[config.mk]
export PLATFORM = sky130hd
export DESIGN_NAME = pwm_duty_decoder
export DESIGN_NICKNAME = d
export VERILOG_FILES = /design/src/rtl/pwm_duty_decoder.sv
export SDC_FILE = /design/constraint.sdc
export NUM_CORES = 1
export LEC_CHECK = 0
export CORE_AREA = 5 5 154 156
export CTS_BUF_LIST = sky130_fd_sc_hd__clkbuf_16
export CTS_CLUSTER_DIAMETER = 50
export DETAILED_ROUTE_END_ITERATION = 10
export DIE_AREA = 0 0 159 161
export SLEW_MARGIN = 30
export SYNTH_ARGS = -nofsm -noshare
export SYNTH_HDL_FRONTEND = slang
export SYNTH_SLANG_ARGS = --single-unit
export TNS_END_PERCENT = 1
[constraint.sdc]
create_clock -name clk -period 2.5 [get_ports clk]
set_clock_uncertainty 0.15 [all_clocks]
set_input_delay 0.5 -clock clk [delete_from_list [all_inputs] [get_ports clk]]
set_output_delay 0.5 -clock clk [all_outputs]
set_load 0.005 [all_outputs]
[src/rtl/pwm_duty_decoder.sv]
// Receive-side PWM decoder: measures period and high time of a PWM input and
// recovers the 5-bit duty value through a 6-step restoring divider.
module pwm_duty_decoder #(
  parameter int CNT_W = 16
) (
  input  logic             clk,
  input  logic             rst,
  input  logic             pwm_in,
  input  logic             clr_overrun,
  output logic [4:0]       duty,
  output logic [CNT_W-1:0] period,
  output logic             duty_valid,
  output logic             stuck,
  output logic             overrun
);
  localparam int DIV_W = CNT_W + 5;

  typedef enum logic [1:0] {S_IDLE, S_MEASURE, S_STUCK} state_e;

  state_e           state_q, state_d;
  logic             s1_q, s2_q, s3_q;
  logic [CNT_W-1:0] period_cnt_q, period_cnt_d;
  logic [CNT_W-1:0] high_cnt_q, high_cnt_d;
  logic             div_busy_q, div_busy_d;
  logic [2:0]       div_step_q, div_step_d;
  logic [DIV_W-1:0] rem_q, rem_d;
  logic [DIV_W-1:0] dsr_q, dsr_d;
  logic [4:0]       quo_q, quo_d;
  logic [CNT_W-1:0] p_q, p_d;
  logic [4:0]       duty_q, duty_d;
  logic [CNT_W-1:0] period_q, period_d;
  logic             valid_q, valid_d;
  logic             stuck_q, stuck_d;
  logic             overrun_q, overrun_d;

  logic             level, rise, cnt_full;
  logic             start_div, drop, enter_stuck, leave_stuck;
  logic [CNT_W-1:0] p_meas;
  logic             div_bit, div_done;
  logic [5:0]       quo_final;

  assign level    = s2_q;
  assign rise     = s2_q & ~s3_q;
  assign cnt_full = (period_cnt_q == '1);
  // Period saturates rather than wrapping when an edge lands on a full counter.
  assign p_meas   = cnt_full ? period_cnt_q : period_cnt_q + CNT_W'(1);

  // NOTE: sequential state uses non-blocking assignments so every register
  // samples pre-edge values regardless of process ordering.
  always_ff @(posedge clk) begin
    if (rst) state_q <= S_IDLE;
    else     state_q <= state_d;
  end

  always_comb begin
    state_d = state_q;
    unique case (state_q)
      S_IDLE:    if (rise) state_d = S_MEASURE;
      S_MEASURE: if (!rise && cnt_full) state_d = S_STUCK;
      S_STUCK:   if (rise) state_d = S_MEASURE;
      default:   state_d = S_IDLE;
    endcase
  end

  // NOTE: every combinational output gets a default first, so no path can
  // leave it unassigned and infer a latch.
  always_comb begin
    start_div   = 1'b0;
    drop        = 1'b0;
    enter_stuck = 1'b0;
    leave_stuck = 1'b0;
    unique case (state_q)
      S_MEASURE: begin
        start_div   = rise & ~div_busy_q;
        drop        = rise & div_busy_q;
        enter_stuck = ~rise & cnt_full;
      end
      S_STUCK: leave_stuck = rise;
      default: ;
    endcase
  end

  always_comb begin
    period_cnt_d = period_cnt_q;
    high_cnt_d   = high_cnt_q;
    if (rise) begin
      period_cnt_d = '0;
      high_cnt_d   = CNT_W'(1);
    end else if (state_q == S_MEASURE) begin
      if (!cnt_full) period_cnt_d = period_cnt_q + CNT_W'(1);
      if (level && high_cnt_q != '1) high_cnt_d = high_cnt_q + CNT_W'(1);
    end
  end

  // Divisor starts at P<<5 and shifts right one bit per step, yielding
  // quotient bits 5..0; step 6 is the hold cycle in which outputs are shown.
  assign div_bit   = (rem_q >= dsr_q);
  assign quo_final = {quo_q, div_bit};
  assign div_done  = div_busy_q && (div_step_q == 3'd5);

  always_comb begin
    div_busy_d = div_busy_q;
    div_step_d = div_step_q;
    rem_d      = rem_q;
    dsr_d      = dsr_q;
    quo_d      = quo_q;
    p_d        = p_q;
    if (start_div) begin
      div_busy_d = 1'b1;
      div_step_d = 3'd0;
      rem_d      = {high_cnt_q, 5'b0};
      dsr_d      = {p_meas, 5'b0};
      quo_d      = '0;
      p_d        = p_meas;
    end else if (div_busy_q) begin
      if (div_step_q == 3'd6) begin
        div_busy_d = 1'b0;
      end else begin
        if (div_bit) rem_d = rem_q - dsr_q;
        dsr_d      = dsr_q >> 1;
        quo_d      = quo_final[4:0];
        div_step_d = div_step_q + 3'd1;
      end
    end
  end

  always_comb begin
    duty_d    = duty_q;
    period_d  = period_q;
    valid_d   = 1'b0;
    stuck_d   = stuck_q;
    if (div_done) begin
      duty_d   = quo_final[5] ? 5'd31 : quo_final[4:0];
      period_d = p_q;
      valid_d  = 1'b1;
    end else if (enter_stuck) begin
      duty_d   = level ? 5'd31 : 5'd0;
      period_d = '1;
      valid_d  = 1'b1;
    end
    if (enter_stuck)      stuck_d = 1'b1;
    else if (leave_stuck) stuck_d = 1'b0;
    overrun_d = drop | (overrun_q & ~clr_overrun);
  end

  always_ff @(posedge clk) begin
    if (rst) begin
      s1_q         <= 1'b0;
      s2_q         <= 1'b0;
      s3_q         <= 1'b0;
      period_cnt_q <= '0;
      high_cnt_q   <= '0;
      div_busy_q   <= 1'b0;
      div_step_q   <= '0;
      rem_q        <= '0;
      dsr_q        <= '0;
      quo_q        <= '0;
      p_q          <= '0;
      duty_q       <= '0;
      period_q     <= '0;
      valid_q      <= 1'b0;
      stuck_q      <= 1'b0;
      overrun_q    <= 1'b0;
    end else begin
      s1_q         <= pwm_in;
      s2_q         <= s1_q;
      s3_q         <= s2_q;
      period_cnt_q <= period_cnt_d;
      high_cnt_q   <= high_cnt_d;
      div_busy_q   <= div_busy_d;
      div_step_q   <= div_step_d;
      rem_q        <= rem_d;
      dsr_q        <= dsr_d;
      quo_q        <= quo_d;
      p_q          <= p_d;
      duty_q       <= duty_d;
      period_q     <= period_d;
      valid_q      <= valid_d;
      stuck_q      <= stuck_d;
      overrun_q    <= overrun_d;
    end
  end

  assign duty       = duty_q;
  assign period     = period_q;
  assign duty_valid = valid_q;
  assign stuck      = stuck_q;
  assign overrun    = overrun_q;

endmodule

==> results.toml <==
[synth]
syn-cell-area_um2 = 6510
synth_cell_type_count = 63
yosysTopAreaCell = "dfxtp_1"
synth_area_leaders = "dfxtp_1 39%, a21oi_1 6.3%, nand2_1 6.3%"
yosys-top-cells-count = "128 x dfxtp_1, 109 x nand2_1, 82 x a21oi_1"
synth_warnings = 0
syn_area_per_cell_um2 = 8.31
synth_edf_count = 0
synth_flop_cell = "dfxtp_1"
synth.top_cell.area_share_pct = 39.4
synthArstFlopShare_pct = 0
syn_inst = 783
syn-num-nets = 814
ys_ff_latch = 128
yosysSeqAreaShare_pct = 39.4
yosysMostFrequentCell = "dfxtp_1"

[drt]
drtPass1Iterations = 5
post_drt_wl_per_cell_um = 15.4
vias_per_cell = 5.03
vias = 5808
dr.first_iter.drc_count = 363
drc = 0
postRouteAntennaNets = 0
wl_um = 17800

[worst_setup_path]
crit_fanout = 5
arrival_ns = 2.65
crit_buf_inv = 2
r2r_start = "dsr_q[7]"
critical_path_class = "flop to flop"
crit_chain = "inv_1, ha_4, a21o_1, or3_1, o211ai_1, a31oi_2, buf_4, a21oi_1, xnor2_1, o21ai_0"
reg2reg_slack_ns = -0.008
worst_setup_path_start_kind = "flop"
crit_family = "compound AO/OA/AOI/OAI gates"
cpMaxStageDelayCell = "dfxtp_1"
required_ns = 2.65
worst_r2r_endpoint = "rem_q[14]"
end_kind = "flop"
rr_worst_depth = 10
max_stage_delay_ns = 0.36

[flow_run]
max_cap_violations = 0

[floorplan]
die_h_um = 161
initial_utilization_pct = 29.3
rows = 55
ios = 28
coreArea_um2 = 22200
die_w_um = 159
dieArea_um2 = 25600

[pwr]
powerDensity_nw_per_um2 = 586
total_power_w = 0.00483
p_leak_nw = 3.06
irDropWorstVdd_mv = 0.444

[finish]
fin_nets = 889
fin_cells = 1155
drive_gt1_share_pct = 17.2
diodes = 0
syn_to_final_growth_pct = 26.5

[global_routing]
gr-total-overflow = 0
grt_pass1_vias = 5538
antenna_found_initial = 0
grt_first_pass_wirelength_um = 28200
grt_use_total_pct = 13.4
grt_max_degree = 47

[status]
status = "finished with violations"
violations = "negative setup slack"

[sta]
maxSlewViolCount = 0
fin_ws_ns = -0.00752
fmaxAchievable_ghz = 0.399
slew_headroom_pct = 60.5
finalHoldViolCount = 0
setup_viol = 1
rsz0062_at_grt = "true"
layout_min_cycle_time_ns = 2.51
tightestPinTransition_ns = 0.590
fin_crit_sh_pct = 100

[clock_tree]
cts.htree.levels = 4
hold_buffers = 0
root_buffer = "clkbuf_16"
cts_max_path_buffers = 2
tritoncts = "yes"
clk_pin_slew_ns = 0.06
cts.sinks = 128
insertion_delay_ns = 0.42
cts_buffers = 17

[worst_hold_path]
hold_end = "duty[4]"
min_path_type = "flop to flop"
min_from = "duty[4]"
hold_depth = 2

[placement]
dp_hpwl_um = 12800
placed_cells = 1121
io_buffer_count = 27
routabilityCongestion = 0.877
## how the worst max path moves through the flow
| stage | from | end | slack, ns | depth (start not counted) |
|---|---|---|---|---|
| floorplan | rem_q[0] | rem_q[18] | 0.13 | 10 |
| global route | dsr_q[7] | rem_q[14] | -0.14 | 10 |
| CTS | dsr_q[2] | rem_q[20] | 0.004 | 9 |
| global placement | rem_q[0] | rem_q[18] | -0.06 | 10 |
| finish | dsr_q[7] | rem_q[14] | -0.008 | 10 |
| detailed placement | rem_q[0] | rem_q[18] | -0.12 | 10 |
## worst reg2reg max path, stage by stage (launching register included)
cell and delay (ns):
dfxtp_1 0.36, inv_1 0.09, ha_4 0.24, a21o_1 0.19, or3_1 0.34, o211ai_1 0.31, a31oi_2 0.17, buf_4 0.17
a21oi_1 0.17, xnor2_1 0.13, o21ai_0 0.08
## routing by layer
metal / vias to the layer above / global-route usage (%) / wire, um
met4: 0 / 5.54 / 453
li1: 2938 / - / -
met2: 92 / 21.8 / 8360
met5: - / 0 / 0
met3: 28 / 2.17 / 514
met1: 2750 / 17.6 / 8420
## registers in the layout, summed over array words and instances (netlist names), 2 cells and up
| register | flops |
|---|---|
| dsr_q | 21 |
| rem_q | 21 |
| high_cnt_q | 16 |
| p_q | 16 |
| period | 16 |
| period_cnt_q | 16 |
| duty | 5 |
| quo_q | 5 |
| div_step_q | 3 |
| state_q | 2 |
## cell usage in the layout, fill, tap and decap left out, types with 7 or more instances in the layout
master           instances
xnor2_1                 25
buf_4                   68
and3_1                  11
o221a_2                 16
nand3_1                 24
o21ai_0                 23
clkbuf_16               17
o211ai_1                 8
or3_1                    9
nor3_1                   9
mux2i_1                  8
dfxtp_1                124
a21o_1                  11
a31oi_1                 12
xor2_1                  16
inv_1                   37
nand2b_1                 7
a21oi_1                 81
ha_1                    23
nor2_1                  58
nand2_1                108
clkdlybuf4s50_1         26
nand4_1                 11
a22oi_1                 21
o21a_1                   7
## through the flow
step	worst slack [ns]	hold WS (ns)	utilization (%)	TNS (ns)	cell area, um2
after floorplan	0.132	0.264	-	0	6510
after global placement	-0.0601	0.289	33.7	-0.0995	7480
after detailed placement	-0.115	0.291	33.7	-0.233	7480
after CTS	0.00394	0.302	36.6	0	8140
after global routing	-0.144	0.324	37.1	-1.09	8240
final	-0.00752	0.300	37.1	-0.00752	8240
## where the power goes
group | total (W) | switching, W | internal, W
Combinational | 0.000154 | 0.0000994 | 0.0000541
Sequential | 0.00206 | 0.00000910 | 0.00205
Clock | 0.00262 | 0.000954 | 0.00166
Total | 0.00483 | 0.00106 | 0.00377
## cells by family after synthesis
| kind of cell | after synthesis | synth area share, % |
|---|---|---|
| AO/OA/AOI/OAI | 222 | 23.0 |
| flip-flops | 128 | 39.4 |
| multiplexers | 9 | 1.40 |
| adder cells (fa/ha/maj) | 27 | 5.31 |
| buffers and inverters | 80 | 5.36 |
| AND/OR/NAND/NOR | 276 | 20.1 |
| XOR/XNOR | 41 | 5.52 |
## area by class of cell
type                       count  area [um2]
sequential                   128        2570
fill                        2272       14000
timing repair buffer         100         858
clock inverter                14         191
tap                          285         357
multi-input combinational    575        3700
inverter                      36         135
clock buffer                  17         425
## what timing repair did
item,CTS,global route
setup buffers,2,1
setup endpoints to repair,7,30
resized for setup,6,23
pin swaps,3,9
(Power assumes the default switching activity.)
